[config.mk]
export PLATFORM = sky130hd
export DESIGN_NAME = scpu_ifetch
export DESIGN_NICKNAME = d
export VERILOG_FILES = /design/src/rtl/scpu_ifetch.sv
export SDC_FILE = /design/constraint.sdc
export NUM_CORES = 1
export LEC_CHECK = 0
export ABC_AREA = 1
export CAP_MARGIN = 20
export CORE_ASPECT_RATIO = 1.75
export CORE_UTILIZATION = 40
export CTS_CLUSTER_SIZE = 12
export DETAILED_ROUTE_END_ITERATION = 10
export GPL_TIMING_DRIVEN = 0
export HOLD_SLACK_MARGIN = 0.05
export PLACE_DENSITY = 0.73
export SYNTH_ARGS = -nofsm -noshare
export SYNTH_HDL_FRONTEND = slang
export SYNTH_SLANG_ARGS = --single-unit
[constraint.sdc]
create_clock -name clk -period 2.8 [get_ports clk]
set_input_delay 0.28 -clock clk [delete_from_list [all_inputs] [get_ports clk]]
set_output_delay 0.28 -clock clk [all_outputs]
set_load 0.05 [all_outputs]
[src/rtl/scpu_ifetch.sv]
// scpu_ifetch: instruction fetch stage for the single-cycle controller.
//
// Owns the program counter, fetches one instruction word per retire through
// a request/ready handshake, holds it stable for the execute stage and
// resolves the next PC from the controller's jump/branch decisions.
//
// Ports:
//   clk, rst_n           clock, asynchronous active-low reset
//   imem_req/imem_addr   fetch request and address (address == pc)
//   imem_rdata/ready     instruction word, accepted in the same cycle
//   inst/inst_valid      held instruction and its valid flag
//   OPcode/Fun3/Fun7     decode fields sliced from inst
//   pc/pc_plus4          current pc and its sequential successor
//   retire               execute stage consumed inst this cycle
//   Jump/Branch/BranchN  control-flow decisions from the controller
//   zero/imm/alu_res     ALU flag, immediate and jalr target
//   fetch_misalign       sticky flag: a computed next pc was not word-aligned
module scpu_ifetch #(
  parameter logic [31:0] RESET_PC = 32'h0000_0000
) (
  input  logic        clk,
  input  logic        rst_n,
  output logic        imem_req,
  output logic [31:0] imem_addr,
  input  logic [31:0] imem_rdata,
  input  logic        imem_ready,
  output logic [31:0] inst,
  output logic        inst_valid,
  output logic [6:0]  OPcode,
  output logic [2:0]  Fun3,
  output logic        Fun7,
  output logic [31:0] pc,
  output logic [31:0] pc_plus4,
  input  logic        retire,
  input  logic [1:0]  Jump,
  input  logic        Branch,
  input  logic        BranchN,
  input  logic        zero,
  input  logic [31:0] imm,
  input  logic [31:0] alu_res,
  output logic        fetch_misalign
);

  localparam logic [31:0] NOP = 32'h0000_0013;

  typedef enum logic [1:0] {
    FETCH = 2'd0,
    HOLD  = 2'd1,
    HALT  = 2'd2
  } state_t;

  state_t      state_reg;
  logic [31:0] pc_reg;
  logic [31:0] inst_reg;
  logic        inst_valid_reg;
  logic        misalign_reg;

  logic [31:0] pc_next;
  logic [31:0] pc_imm;
  logic        br_taken;

  // jalr always clears bit 0 of its target; bit 0 is otherwise unused here.
  logic unused_alu_bit0;
  assign unused_alu_bit0 = alu_res[0];

  // Next-pc resolution. jalr outranks jal, so Jump==2'b11 behaves as jalr;
  // with both branch kinds asserted, either satisfied condition takes it.
  always_comb begin
    pc_imm   = pc_reg + imm;
    br_taken = (Branch & zero) | (BranchN & ~zero);
    pc_next  = pc_reg + 32'd4;
    if (Jump[1]) begin
      pc_next = {alu_res[31:1], 1'b0};
    end else if (Jump[0] || br_taken) begin
      pc_next = pc_imm;
    end
  end

  always_ff @(posedge clk or negedge rst_n) begin
    if (!rst_n) begin
      state_reg      <= FETCH;
      pc_reg         <= RESET_PC;
      inst_reg       <= NOP;
      inst_valid_reg <= 1'b0;
      misalign_reg   <= 1'b0;
    end else begin
      case (state_reg)
        FETCH: begin
          if (imem_ready) begin
            inst_reg       <= imem_rdata;
            inst_valid_reg <= 1'b1;
            state_reg      <= HOLD;
          end
        end
        HOLD: begin
          if (retire) begin
            // The misaligned target is still loaded so it can be inspected.
            pc_reg         <= pc_next;
            inst_valid_reg <= 1'b0;
            if (pc_next[1:0] != 2'b00) begin
              state_reg    <= HALT;
              misalign_reg <= 1'b1;
            end else begin
              state_reg    <= FETCH;
            end
          end
        end
        HALT: begin
          inst_valid_reg <= 1'b0;
        end
        default: begin
          state_reg      <= HALT;
          inst_valid_reg <= 1'b0;
        end
      endcase
    end
  end

  assign imem_req       = (state_reg == FETCH);
  assign imem_addr      = pc_reg;
  assign pc             = pc_reg;
  assign pc_plus4       = pc_reg + 32'd4;
  assign inst           = inst_reg;
  assign inst_valid     = inst_valid_reg;
  assign OPcode         = inst_reg[6:0];
  assign Fun3           = inst_reg[14:12];
  assign Fun7           = inst_reg[30];
  assign fetch_misalign = misalign_reg;

endmodule

==> results of run 1 <==
==> cells in the mapped netlist, types with 3 or more instances <==
| cell type | number |
|---|---|
| a21oi_1 | 50 |
| a22oi_1 | 5 |
| buf_2 | 8 |
| buf_4 | 45 |
| clkbuf_1 | 12 |
| dfrtp_1 | 65 |
| dfstp_2 | 3 |
| ha_1 | 32 |
| inv_1 | 133 |
| mux2_2 | 32 |
| nand2_1 | 351 |
| nand3_1 | 58 |
| nand3_2 | 3 |
| nand3b_1 | 9 |
| nand4_1 | 13 |
| nor2_1 | 101 |
| nor2_2 | 6 |
| nor3_1 | 11 |
| nor3_2 | 5 |
| o211ai_1 | 7 |
| o21ai_0 | 13 |
| o21bai_1 | 5 |
| or2_2 | 4 |
| xnor2_1 | 7 |
| xnor2_2 | 4 |
| xor2_1 | 19 |
==> cell families after synthesis <==
| kind of cell | count (synthesis) |
|---|---|
| and+or+nand+nor | 567 |
| AOI/OAI and AO/OA | 89 |
| buffers and inverters | 202 |
| xor gates and xnor gates | 30 |
| DFF | 68 |
| muxes | 32 |
| adders and majority gates | 33 |
==> critical path, stage by stage (launching register included) <==
cell and delay (ns):
dfrtp_2 0.48, ha_1 0.32, nand3_2 0.16, inv_1 0.14
nand2_1 0.07, nor2_2 0.14, nand3b_1 0.11, nand2_1 0.10
dlygate4sd2_1 0.55
==> cell type report <==
cell class                 instances  area [µm²]
timing repair buffer             244        2360
fill                            1576        6500
buffer                            66         427
clock inverter                     7        82.6
multi-input combinational        751        3980
tap                              189         236
sequential                        68        1710
clock buffer                       9         225
inverter                         136         510
==> layer usage <==
metal	share of wire, %	vias to the layer above	track usage [%]
met3	6.2	87	5.09
met1	34	3446	29.2
met5	0	-	0
met2	53	361	58.9
met4	7.2	0	21.2
li1	-	3694	-
==> power breakdown <==
part / internal [mW] / switching [mW] / leakage, nW
clock network: 0.706 / 0.494 / 0.145
registers: 0.983 / 0 / 0.864
logic: 0.232 / 0.292 / 4.03
==> stage by stage <==
stage / utilization (%) / TNS, ns
2_1_floorplan: - / 0
3_3_place_gp: 58.0 / -60.23
3_5_place_dp: 58.0 / -0.178
4_1_cts: 59.8 / 0
5_1_grt: 59.4 / 0
6_report: 59.4 / 0
==> worst paths after layout <==
check,startpoint,endpoint,slack (ns),cells after the start
worst min register to register,state_reg[1],inst_valid,0.46,1
worst max-delay path,imem_addr[2],pc_plus4[24],0.10,8
min in group clk,Jump[1],imem_addr[5],0.41,4
max in group asynchronous,rst_n,imem_addr[2],2.13,1
worst min-delay path,rst_n,inst[2],0.05,1
worst max register to register,imem_addr[0],imem_addr[12],0.20,13
==> timing repair <==
item,in CTS,in global routing
setup endpoints to repair,25,18
resized for setup,34,27
cloned,0,0
hold buffers,0,0
==> flow_metrics.tcl, run 1 <==
set metrics [dict create \
    cts_tree "done" \
    clk_path_buf_depth 2 \
    mostFrequentLayoutCells "nand2_1, clkdlybuf4s50_1, inv_1" \
    drt-total-wl_um 26100 \
    cts_buffers 9 \
    synth_area_leader_cell "dfrtp_1" \
    n_antenna_cell 0 \
    finalWeightedCongestion 0.991 \
    drtIter0Drc 311 \
    power_density_mw_per_mm2 284 \
    drc_errors 0 \
    first_pass_iters 7 \
    ys_async_sr_fraction_pct 100 \
    hold_class "input pin to asynchronous set/reset pin" \
    initial_core_util_pct 41.3 \
    cts.sinks 68 \
    relSlewSlack_pct 41.1 \
    synth.area.mux_share_pct 5.45 \
    maxCapViolCount 0 \
    syn_nets 1159 \
    area_growth_pct 44.0 \
    hpwl_um 21800 \
    ant_nets 0 \
    synth_cell_types 41 \
    overflow 0 \
    syn-cell-area_mm2 0.00661 \
    arrival_ns 2.42 \
    hold_viol_final 0 \
    start_kind "flop" \
    synth_compound_area_share_pct 7.74 \
    synth_xor_xnor_area_share_pct 4.43 \
    ir_drop_mv 0.225 \
    finalSetupViolCount 0 \
    pin_count 247 \
    drive_gt1_share_pct 11.7 \
    rsz0062_at_grt "false" \
    setup_ws_ns 0.103 \
    final_area_mm2 0.00953 \
    synth.area.top_cells "dfrtp_1, nand2_1, inv_1" \
    insertion_delay_ns 0.34 \
    fin_cells 1470 \
    die_w_um 99.2 \
    grt_pass1_vias 7275 \
    design.core.area_mm2 0.0160 \
    cts_root_buf "clkbuf_16" \
    synth-seq-cells 68 \
    leakagePower_nw 5.04 \
    rows 61 \
    postCtsSetupBuffers 0 \
    antenna_found_initial 0 \
    synth_simple_gate_area_share_pct 36.1 \
    fin_nets 1414 \
    fmax_ghz 0.371 \
    yosysSeqAreaShare_pct 25.8 \
    place_ws_ns -0.0908 \
    port_buffers 244 \
    grt_pass1_wl_um 38900 \
    synth-edff-count 0 \
    via_count 7588 \
    fin_crit_sh_pct 96.3 \
    dpl_cell_area_mm2 0.00930 \
    die_y_um 172 \
    fin_total_pwr_mw 2.71 \
    synthCells 1021 \
    routed_via_density 5.16 \
    critPathKind "flop to output pin" \
    die_area_mm2 0.0171 \
    htree_num_levels 3 \
    synth.avg_cell_area_um2 6.48 \
    yosys_most_used_dff "dfrtp_1" \
    cp_max_fo 8 \
    clock_skew_ns 0.00963 \
    crit_required_ns 2.52 \
    layout_commonest_cell "nand2_1" \
    status "completed" \
    placedCellCount 1454 \
    holdWs_ns 0.0548 \
    fin_crit_ns 2.70 \
    grt_usage_pct 30.6 \
    synth.top_cell.area_share_pct 24.6 \
    slew_viol_final 0 \
    end_kind "output pin" \
    yosysWarnings 0 \
    grt_max_degree 69 \
    synth_fa_ha_area_share_pct 6.36 \
    clk_pin_slew_ns 0.06 \
    synth_top_family_by_area "simple AND/OR/NAND/NOR gates" \
    wl_per_cell_um 17.8 \
    worstMarginPinSlew_ns 0.884 \
]
Note: power is estimated with default switching activity, not from simulation.
==> inputs of run 2 (changes only) <==
--- a/config.mk
+++ b/config.mk
@@ -8,12 +8,13 @@
 export ABC_AREA = 1
 export CAP_MARGIN = 20
 export CORE_ASPECT_RATIO = 1.75
-export CORE_UTILIZATION = 40
+export CORE_UTILIZATION = 46
 export CTS_CLUSTER_SIZE = 12
 export DETAILED_ROUTE_END_ITERATION = 10
 export GPL_TIMING_DRIVEN = 0
 export HOLD_SLACK_MARGIN = 0.05
-export PLACE_DENSITY = 0.73
+export MAX_ROUTING_LAYER = met4
+export PLACE_DENSITY = 0.83
 export SYNTH_ARGS = -nofsm -noshare
 export SYNTH_HDL_FRONTEND = slang
 export SYNTH_SLANG_ARGS = --single-unit
==> run 2 against run 1 <==
Compared with the run above:
- the run now fails in detailed routing
- synthesized cell count unchanged
- global-route usage rose by 5.7 points
- synthesized area did not move
==> flow_metrics.tcl, run 2 <==
set metrics [dict create \
    finalWeightedCongestion 1.02 \
    stop_error "[ERROR DRT-0255] Maze Route cannot find path of net clk in worker of routeBox ( 48300 48300 ) ( 92635 96600 )." \
    status "did not finish" \
    synth.area.top_cells "dfrtp_1, nand2_1, inv_1" \
    die_w_um 92.6 \
    synth-edff-count 0 \
    syn_nets 1159 \
    pin_count 247 \
    place_ws_ns -0.101 \
    initial_core_util_pct 47.3 \
    cts.sinks 68 \
    rows 57 \
    placedCellCount 1442 \
    htree_num_levels 3 \
    clk_path_buf_depth 2 \
    synthCells 1021 \
    ys_async_sr_fraction_pct 100 \
    syn-cell-area_mm2 0.00661 \
    hpwl_um 21100 \
    synth-seq-cells 68 \
    yosys_most_used_dff "dfrtp_1" \
    dpl_cell_area_mm2 0.00928 \
    grt_usage_pct 36.3 \
    cts_buffers 9 \
    die_y_um 161 \
    lastStage "detailed routing" \
    synth.top_cell.area_share_pct 24.6 \
    cts_root_buf "clkbuf_16" \
    grt_pass1_vias 7514 \
    synthMostInstantiatedCell "nand2_1" \
    antenna_found_initial 0 \
    grt_pass1_wl_um 39500 \
    synth_cell_types 41 \
    grt_max_degree 69 \
    grt_worst_setup_endpoint "pc_plus4[16]" \
    postCtsSetupBuffers 0 \
    cts_resized 28 \
    synth.avg_cell_area_um2 6.48 \
    yosysSeqAreaShare_pct 25.8 \
    hold_buffers 0 \
    overflow 0 \
    synth_area_leader_cell "dfrtp_1" \
    yosysWarnings 0 \
    endpoint_type "primary output" \
    port_buffers 244 \
    synth_common_cells "nand2_1, inv_1, nor2_1, dfrtp_1, nand3_1" \
]
[run 2: cell counts after synthesis]
No cell type changed its count.
[run 2: kinds of logic after synthesis]
family,share of synthesized area [%]
DFF,25.8
and+or+nand+nor,36.1
muxes,5.45
xor gates and xnor gates,4.43
buffers and inverters,14.2
AOI/OAI and AO/OA,7.74
adders and majority gates,6.36
[run 2: per-layer routing]
layer and GRT usage [%]:
met5 -, met4 27.1, met3 6.68, met2 65.2, met1 33.4
[run 2: metrics by stage]
stage | hold WS, ns | util [%]
2_1_floorplan | -0.0156 | -
3_3_place_gp | 0.441 | 66.4
3_5_place_dp | 0.447 | 66.4
4_1_cts | 0.0904 | 68.4
5_1_grt | 0.130 | 68.2
==> inputs of run 3 (changes only) <==
==> config.mk (replaced) <==
export PLATFORM = sky130hd
export DESIGN_NAME = scpu_ifetch
export DESIGN_NICKNAME = d
export VERILOG_FILES = /design/src/rtl/scpu_ifetch.sv
export SDC_FILE = /design/constraint.sdc
export NUM_CORES = 1
export LEC_CHECK = 0
export ABC_AREA = 1
export CAP_MARGIN = 20
export CORE_UTILIZATION = 40
export DETAILED_ROUTE_END_ITERATION = 10
export GPL_TIMING_DRIVEN = 0
export PLACE_DENSITY_LB_ADDON = 0.15
export SYNTH_ARGS = -nofsm -noshare
export SYNTH_HDL_FRONTEND = slang
export SYNTH_SLANG_ARGS = --single-unit
==> run 3 against run 2 <==
Compared with the run above:
- the run now ends clean
- global-route usage is 7.7 points lower
==> flow_metrics.tcl, run 3 (synthesized netlist as in run 1, its figures left out) <==
set metrics [dict create \
    crit_path_frequent_cell "nand2_1" \
    area_growth_pct 44.4 \
    layout_commonest_cell "nand2_1" \
    hold_buffers 0 \
    arrival_ns 2.43 \
    via_count 7520 \
    status "completed" \
    start_kind "flop" \
    p_switching_mw 0.748 \
    pin_count 247 \
    cts_buffers 9 \
    rows 46 \
    overflow 0 \
    netSwitchingFraction_pct 28.0 \
    n_antenna_cell 0 \
    htree_num_levels 3 \
    port_buffers 244 \
    clock_skew_ns 0.00721 \
    clkPwrFrac_pct 44.2 \
    grt_pass1_wl_um 37000 \
    path_cells "nand2_1 -> nor2_1 -> nand2_1 -> nor2_2 -> xor2_1 -> dlygate4sd2_1" \
    slew_viol_final 0 \
    drc_errors 0 \
    leakagePower_nw 5.02 \
    slowest_stage "dlygate4sd2_1" \
    grt_pass1_vias 7046 \
    maxCapViolCount 0 \
    drive_gt1_share_pct 11.9 \
    first_pass_iters 5 \
    pwr-share-comb_pct 19.0 \
    cts_tree "done" \
    worstMarginPinSlew_ns 0.899 \
    finalWeightedCongestion 0.975 \
    cts_root_buf "clkbuf_16" \
    mostFrequentLayoutCells "nand2_1, clkdlybuf4s50_1, inv_1" \
    die_area_mm2 0.0170 \
    ant_nets 0 \
    ir_drop_mv 0.342 \
    dpl_cell_area_mm2 0.00933 \
    drtIter0Drc 519 \
    relSlewSlack_pct 40.1 \
    die_w_um 131 \
    grt_max_degree 69 \
    power_density_mw_per_mm2 280 \
    finalSetupViolCount 0 \
    hold_viol_final 0 \
    clk_path_buf_depth 2 \
    critPathMaxStageDelay_ns 0.58 \
    fin_crit_sh_pct 96.7 \
    end_kind "output pin" \
    fmax_ghz 0.369 \
    cts.sinks 68 \
    drt-total-wl_um 24800 \
    final_area_mm2 0.00955 \
    fin_nets 1414 \
    design.core.area_mm2 0.0160 \
    antenna_found_initial 0 \
    fin_util_pct 59.7 \
    p_int_mw 1.93 \
    routed_via_density 5.02 \
    cp_max_fo 6 \
    grt_usage_pct 28.6 \
    fin_crit_ns 2.71 \
    rsz0062_at_grt "false" \
    fillerInstances 1612 \
    insertion_delay_ns 0.34 \
    initial_core_util_pct 41.3 \
    seqPwrFrac_pct 36.8 \
    wl_per_cell_um 16.5 \
    hold_class "input pin to asynchronous set/reset pin" \
    clk_pin_slew_ns 0.06 \
    crit_required_ns 2.52 \
    critPathKind "flop to output pin" \
    die_y_um 131 \
    hpwl_um 19900 \
]
[run 3: what timing repair did]
item                       CTS  global route
resized for setup           30            33
setup buffers                0             0
setup endpoints to repair   24            19
pin swaps                    0             0
[run 3: final timing paths]
| check | from | endpoint | slack [ns] | depth (start not counted) |
|---|---|---|---|---|
| hold reg to reg | state_reg[1] | inst_valid | 0.47 | 1 |
| hold / removal | rst_n | inst[6] | 0.07 | 1 |
| min in group clk | Jump[1] | imem_addr[5] | 0.46 | 4 |
| max in group asynchronous | rst_n | imem_addr[7] | 2.11 | 1 |
| setup / recovery | imem_addr[9] | pc_plus4[11] | 0.09 | 6 |
| setup reg to reg | imem_addr[0] | imem_addr[14] | 0.21 | 13 |
[run 3: cell type report]
type,instances,area (µm²),share of cell area (%)
sequential,68,1710,17.9
clock inverter,6,63.8,0.668
clock buffer,10,239,2.50
inverter,136,510,5.35
buffer,66,427,4.47
tap,216,270,2.83
multi-input combinational,751,3980,41.7
timing repair buffer,244,2350,24.6
[run 3: layer usage]
metal  routed length, µm  up-vias  global-route usage [%]
met5                   0        -                       0
met4                 686        0                    10.1
met3                2150       48                    5.09
met2               11500      361                    46.2
met1               10500     3416                    38.4
li1                    -     3695                       -
[run 3: power by group through the flow]
| stage | registers, mW | logic (mW) | clock network [mW] |
|---|---|---|---|
| 6_report | 0.983 | 0.509 | 1.18 |
| 5_1_grt | 0.982 | 0.558 | 1.22 |
| 4_1_cts | 0.983 | 0.506 | 1.19 |
| 3_5_place_dp | 1.00 | 0.502 | 0 |
| 3_3_place_gp | 1.00 | 0.500 | 0 |
| 2_1_floorplan | 1.00 | 0.245 | 0 |
[run 3: through the flow]
step / setup slack, ns / total power, mW / TNS (ns) / hold slack, ns / cells
after CTS: 0.00676 / 2.68 / 0 / 0.109 / 1497
after global placement: -0.995 / 1.50 / -64.92 / 0.453 / 1481
after global routing: 0.00644 / 2.76 / 0 / 0.137 / 1497
final: 0.0932 / 2.67 / 0 / 0.0684 / 1497
after detailed placement: -0.0796 / 1.50 / -0.113 / 0.459 / 1481
after floorplan: 0.0302 / 1.25 / 0 / -0.0156 / 1021
[run 3: worst max-delay path, delay by kind of cell, from the launching register on]
family	cells	cell delay, ns
xor+xnor	1	0.29
flops	1	0.54
buf+inv	1	0.58
simple gates	4	0.68
